`config.mk`:
```
export PLATFORM = sky130hd
export DESIGN_NAME = ex_mem_pipe
export DESIGN_NICKNAME = d
export VERILOG_FILES = /design/src/rtl/ex_mem_pipe.sv
export SDC_FILE = /design/constraint.sdc
export NUM_CORES = 1
export LEC_CHECK = 0
export ABC_AREA = 1
export BUFFER_PORTS_ARGS = -buffer_cell sky130_fd_sc_hd__buf_4
export CORE_MARGIN = 2
export CORE_UTILIZATION = 30
export CTS_CLUSTER_SIZE = 30
export DETAILED_ROUTE_END_ITERATION = 10
export GPL_ROUTABILITY_DRIVEN = 0
export GPL_TIMING_DRIVEN = 0
export PLACE_DENSITY = 0.62
export REMOVE_ABC_BUFFERS = 1
export SYNTH_ARGS = -nofsm -noshare
export SYNTH_HDL_FRONTEND = slang
export SYNTH_SLANG_ARGS = --single-unit
```
`constraint.sdc`:
```
create_clock -name clk -period 4.1 [get_ports clk]
set_clock_uncertainty 0.2 [all_clocks]
set_input_delay 0.205 -clock clk [delete_from_list [all_inputs] [get_ports clk]]
set_output_delay 0.205 -clock clk [all_outputs]
set_load 0.05 [all_outputs]
```
`src/rtl/ex_mem_pipe.sv`:
```
// EX/MEM pipeline register implemented as a two-entry skid buffer, with a
// forwarding tap on the head entry and a saturating stall-cycle counter.
module ex_mem_pipe #(
  parameter int DATA_W   = 64,
  parameter int REG_W    = 5,
  parameter int ZERO_REG = 31,
  parameter int CNT_W    = 16
) (
  input  logic              clk,
  input  logic              reset,
  input  logic              flush,
  input  logic              in_valid,
  output logic              in_ready,
  input  logic              memWrite_E_EX,
  input  logic              MemToReg_EX,
  input  logic              regWrite_E_EX,
  input  logic              mem_read_EX,
  input  logic [DATA_W-1:0] ALU_out_EX,
  input  logic [DATA_W-1:0] mem_Din_EX,
  input  logic [REG_W-1:0]  regWrite_EX,
  output logic              out_valid,
  input  logic              out_ready,
  output logic              memWrite_E_MEM,
  output logic              MemToReg_MEM,
  output logic              regWrite_E_MEM,
  output logic              mem_read_MEM,
  output logic [DATA_W-1:0] ALU_out_MEM,
  output logic [DATA_W-1:0] mem_Din_MEM,
  output logic [REG_W-1:0]  regWrite_MEM,
  output logic              fwd_valid,
  output logic [REG_W-1:0]  fwd_reg,
  output logic [DATA_W-1:0] fwd_data,
  output logic [CNT_W-1:0]  stall_cnt
);

  typedef enum logic [1:0] {EMPTY, ONE, TWO} state_t;

  typedef struct packed {
    logic              mw;
    logic              m2r;
    logic              rwe;
    logic              mr;
    logic [DATA_W-1:0] alu;
    logic [DATA_W-1:0] din;
    logic [REG_W-1:0]  rd;
  } entry_t;

  state_t             state_q, state_d;
  logic               in_ready_q, in_ready_d;
  entry_t             main_q, main_d;
  entry_t             skid_q, skid_d;
  logic [CNT_W-1:0]   stall_cnt_q, stall_cnt_d;
  entry_t             in_entry;
  logic               push, pop;

  always_comb begin
    in_entry     = '{mw: memWrite_E_EX, m2r: MemToReg_EX, rwe: regWrite_E_EX,
                     mr: mem_read_EX, alu: ALU_out_EX, din: mem_Din_EX,
                     rd: regWrite_EX};
    // Writes to the hard-wired zero register are dropped at capture time.
    in_entry.rwe = regWrite_E_EX & (regWrite_EX != REG_W'(ZERO_REG));

    push        = in_valid & in_ready_q;
    pop         = (state_q != EMPTY) & out_ready;

    state_d     = state_q;
    main_d      = main_q;
    skid_d      = skid_q;
    stall_cnt_d = stall_cnt_q;

    if ((state_q != EMPTY) && !out_ready && (stall_cnt_q != '1))
      stall_cnt_d = stall_cnt_q + CNT_W'(1);

    if (flush) begin
      state_d = EMPTY;
    end else begin
      case (state_q)
        EMPTY: if (push) begin
          state_d = ONE;
          main_d  = in_entry;
        end
        ONE: begin
          if (push && !pop) begin
            state_d = TWO;
            skid_d  = in_entry;
          end else if (push && pop) begin
            main_d  = in_entry;
          end else if (pop) begin
            state_d = EMPTY;
          end
        end
        TWO: if (pop) begin
          state_d = ONE;
          main_d  = skid_q;
        end
        default: state_d = EMPTY;
      endcase
    end

    in_ready_d = (state_d != TWO);
  end

  always_ff @(posedge clk) begin
    if (reset) begin
      state_q     <= EMPTY;
      in_ready_q  <= 1'b1;
      main_q      <= '0;
      skid_q      <= '0;
      stall_cnt_q <= '0;
    end else begin
      state_q     <= state_d;
      in_ready_q  <= in_ready_d;
      main_q      <= main_d;
      skid_q      <= skid_d;
      stall_cnt_q <= stall_cnt_d;
    end
  end

  // Control bits are masked to bubbles while empty; data keeps its last value.
  assign out_valid      = (state_q != EMPTY);
  assign in_ready       = in_ready_q;
  assign memWrite_E_MEM = main_q.mw  & out_valid;
  assign MemToReg_MEM   = main_q.m2r & out_valid;
  assign regWrite_E_MEM = main_q.rwe & out_valid;
  assign mem_read_MEM   = main_q.mr  & out_valid;
  assign ALU_out_MEM    = main_q.alu;
  assign mem_Din_MEM    = main_q.din;
  assign regWrite_MEM   = main_q.rd;
  assign fwd_valid      = out_valid & main_q.rwe & ~main_q.mr;
  assign fwd_reg        = main_q.rd;
  assign fwd_data       = main_q.alu;
  assign stall_cnt      = stall_cnt_q;

endmodule

```
==> metrics <==
Setup Fix Bufs, Post-CTS 0; vias in the first global route between 10,000 and 15,000; final worst path period need just over 3 ns; WL final approximately 36 mm; reg2reg end state_q[1]; CTS buffer count 36; initial antenna violation count 1; Root Buffer clkbuf_16; CTS tree done; CP arrival between 3 and 4 ns; period utilisation layout 0.748; Core Util, Final 0.401; post-synthesis sequential area ratio 0.434; Fin Setup TNS 0 ns; CP Max Fanout between 80 and 90; Yosys reg bits 293; f_max 0.326 GHz; Largest register FFs 137; yosys warns 0; Final #Nets 2,248; Leakage approximately 7.8 nW; outcome finished, final reports clean; Mapped Area between 10,000 and 15,000 um2; Die Y between 200 and 250 um; Reg clk slew, reported paths approximately 0.060 ns; post-synthesis cell count approximately 1,900; peak supply drop 0.273 mV; setup violators final 0; Starting Density 0.305; dpl cell area ~15,000 um2; largest net degree at the start of global routing between 150 and 200; die area around 47,000 um2; clock latency on the worst-skew pair 0.53 ns; Hold Vio Cnt, Final 0; input/output buffers about 370; cell taking the most area after synthesis dfxtp_1; routed length per instance around 13 um; layout cells sized above 1 0.205; Syn Area/Cell 7.22 um2; vias about 12,000; Worst Path Required approximately 4.3 ns; top cells by area, synth dfxtp_1 (43%), o21ai_0 (15%), buf_4 (11%); post-CTS sizing 0; Num Clock Sinks 293; top_reg_cell synth dfxtp_1; most frequent cell after synthesis o21ai_0; antenna-violating nets left 0; post-synth top area share 0.434; # IOs approximately 370; FF-to-FF path depth 7; pwr dens roughly 430 nW/um2; worst hold path class in2reg; EDFF count, synth 0; Reg with most FFs skid_q; Hold Crit Depth 5; Netlist cell types 23; number of cell rows 77; Die X roughly 220 um; clk buf depth 3; gr usage total 0.150; synth cell count leaders o21ai_0 (408), nor2_1 (307), dfxtp_1 (293); worst r2r src state_q[0]; Finished Cell Area around 18,000 um2; Power, Total ~0.0076 W; crit path kind reg2reg; critical path capture point type flip-flop; gr ovfl total 0; Rel. slew slack 0.182; Core ar. roughly 44,000 um2; final routed DRC violation total 0; DR vias/cell 4.57; Synth async-reset ratio 0; ant diodes 0; Max-Cap Viols 0; CTS H-tree depth 2; CP Launch Type flip-flop; Crit. Startpoint state_q[0]; first-pass GRT wire length just under 60 mm; worst setup path endpoint state_q[1]; HPWL Detailed between 20 and 25 mm; RSZ-0062 raised after global routing no; Pre-antenna DRT Iters 5; Initial DRC Count roughly 700; area delta synth->final 31.5%; Final Max Slew Viols 0; worst-margin pin slew 1.21 ns; R2R Setup Slk between 1 and 1.5 ns; Post-CTS Hold Fix Bufs roughly 140
## per-layer routing
layer	vias to the layer above	track usage	wire, um	part of all wire
li1	6253	-	-	-
met5	-	0	13	0.00036
met4	2	0.0596	1030	0.028
met3	67	0.0349	2220	0.061
met2	334	0.260	17400	0.48
met1	5763	0.177	15600	0.43
## cell usage in the layout (no fill, tap or decap), types with 2 or more instances in the layout
cell type,count
buf_12,3
bufinv_16,4
a21oi_1,149
nand4_1,6
clkbuf_16,37
nor2_1,307
clkinv_2,2
xor2_1,3
inv_1,154
o21ai_0,408
nor3_1,2
clkbuf_1,7
xnor2_1,3
o21ai_1,6
nand3_1,12
dfxtp_1,293
dlygate4sd3_1,144
clkbuf_8,8
buf_16,6
nand2_4,2
nand2_1,192
nor2_4,3
buf_4,366
## worst min-delay path by stage
stage / from / endpoint / slack (ns)
finish: regWrite_E_EX / skid_q[134] / 0.06
global route: regWrite_E_EX / skid_q[134] / 0.06
CTS: regWrite_E_EX / skid_q[134] / 0.03
detailed placement: skid_q[15] / skid_q[15] / 0.24
global placement: skid_q[111] / skid_q[111] / 0.23
floorplan: reset / stall_cnt[10] / 0.07
## where the power goes
| group | switching, W | total (W) | internal, W |
|---|---|---|---|
| clock network | 0.00122 | 0.00326 | 0.00204 |
| registers | 0.0000726 | 0.00304 | 0.00296 |
| logic | 0.000851 | 0.00131 | 0.000461 |
| total | 0.00214 | 0.00761 | 0.00547 |
## worst max-delay path, cell delays in order (launching register included)
cell and delay (ns):
dfxtp_1 0.39, inv_1 0.12, nand2_4 0.61, inv_1 0.20, o21ai_0 0.22, dlygate4sd3_1 0.57, nor2_1 0.04, dlygate4sd3_1 0.58
## logic make-up (layout without fill, tap and decap cells)
| group | count (synthesis) | count (layout) | synth area share |
|---|---|---|---|
| buffers and inverters | 482 | 736 | 0.202 |
| adders and majority gates | 1 | 1 | 0.000925 |
| xor gates and xnor gates | 6 | 6 | 0.00389 |
| DFF | 293 | 293 | 0.434 |
| AOI/OAI and AO/OA | 565 | 565 | 0.209 |
| and+or+nand+nor | 526 | 526 | 0.150 |
## area by class of cell
type                    instances  area, um2
inverters                     157        602
clock buffers                  52       1060
fillers                      4458      26500
well taps                     592        741
repair buffers                519       4410
flip-flops and latches        293       5870
clock inverters                 8        146
multi-input cells            1098       4950
## through the flow
step	hold WS [ns]	setup WS (ns)	std cells
2_1_floorplan	0.0741	-1.79	1548
3_5_place_dp	0.239	1.21	2515
5_1_grt	0.0612	0.860	2719
4_1_cts	0.0271	1.09	2719
6_report	0.0645	1.03	2719
3_3_place_gp	0.234	-9.05	2506
Power figures use the tool's default switching activity.
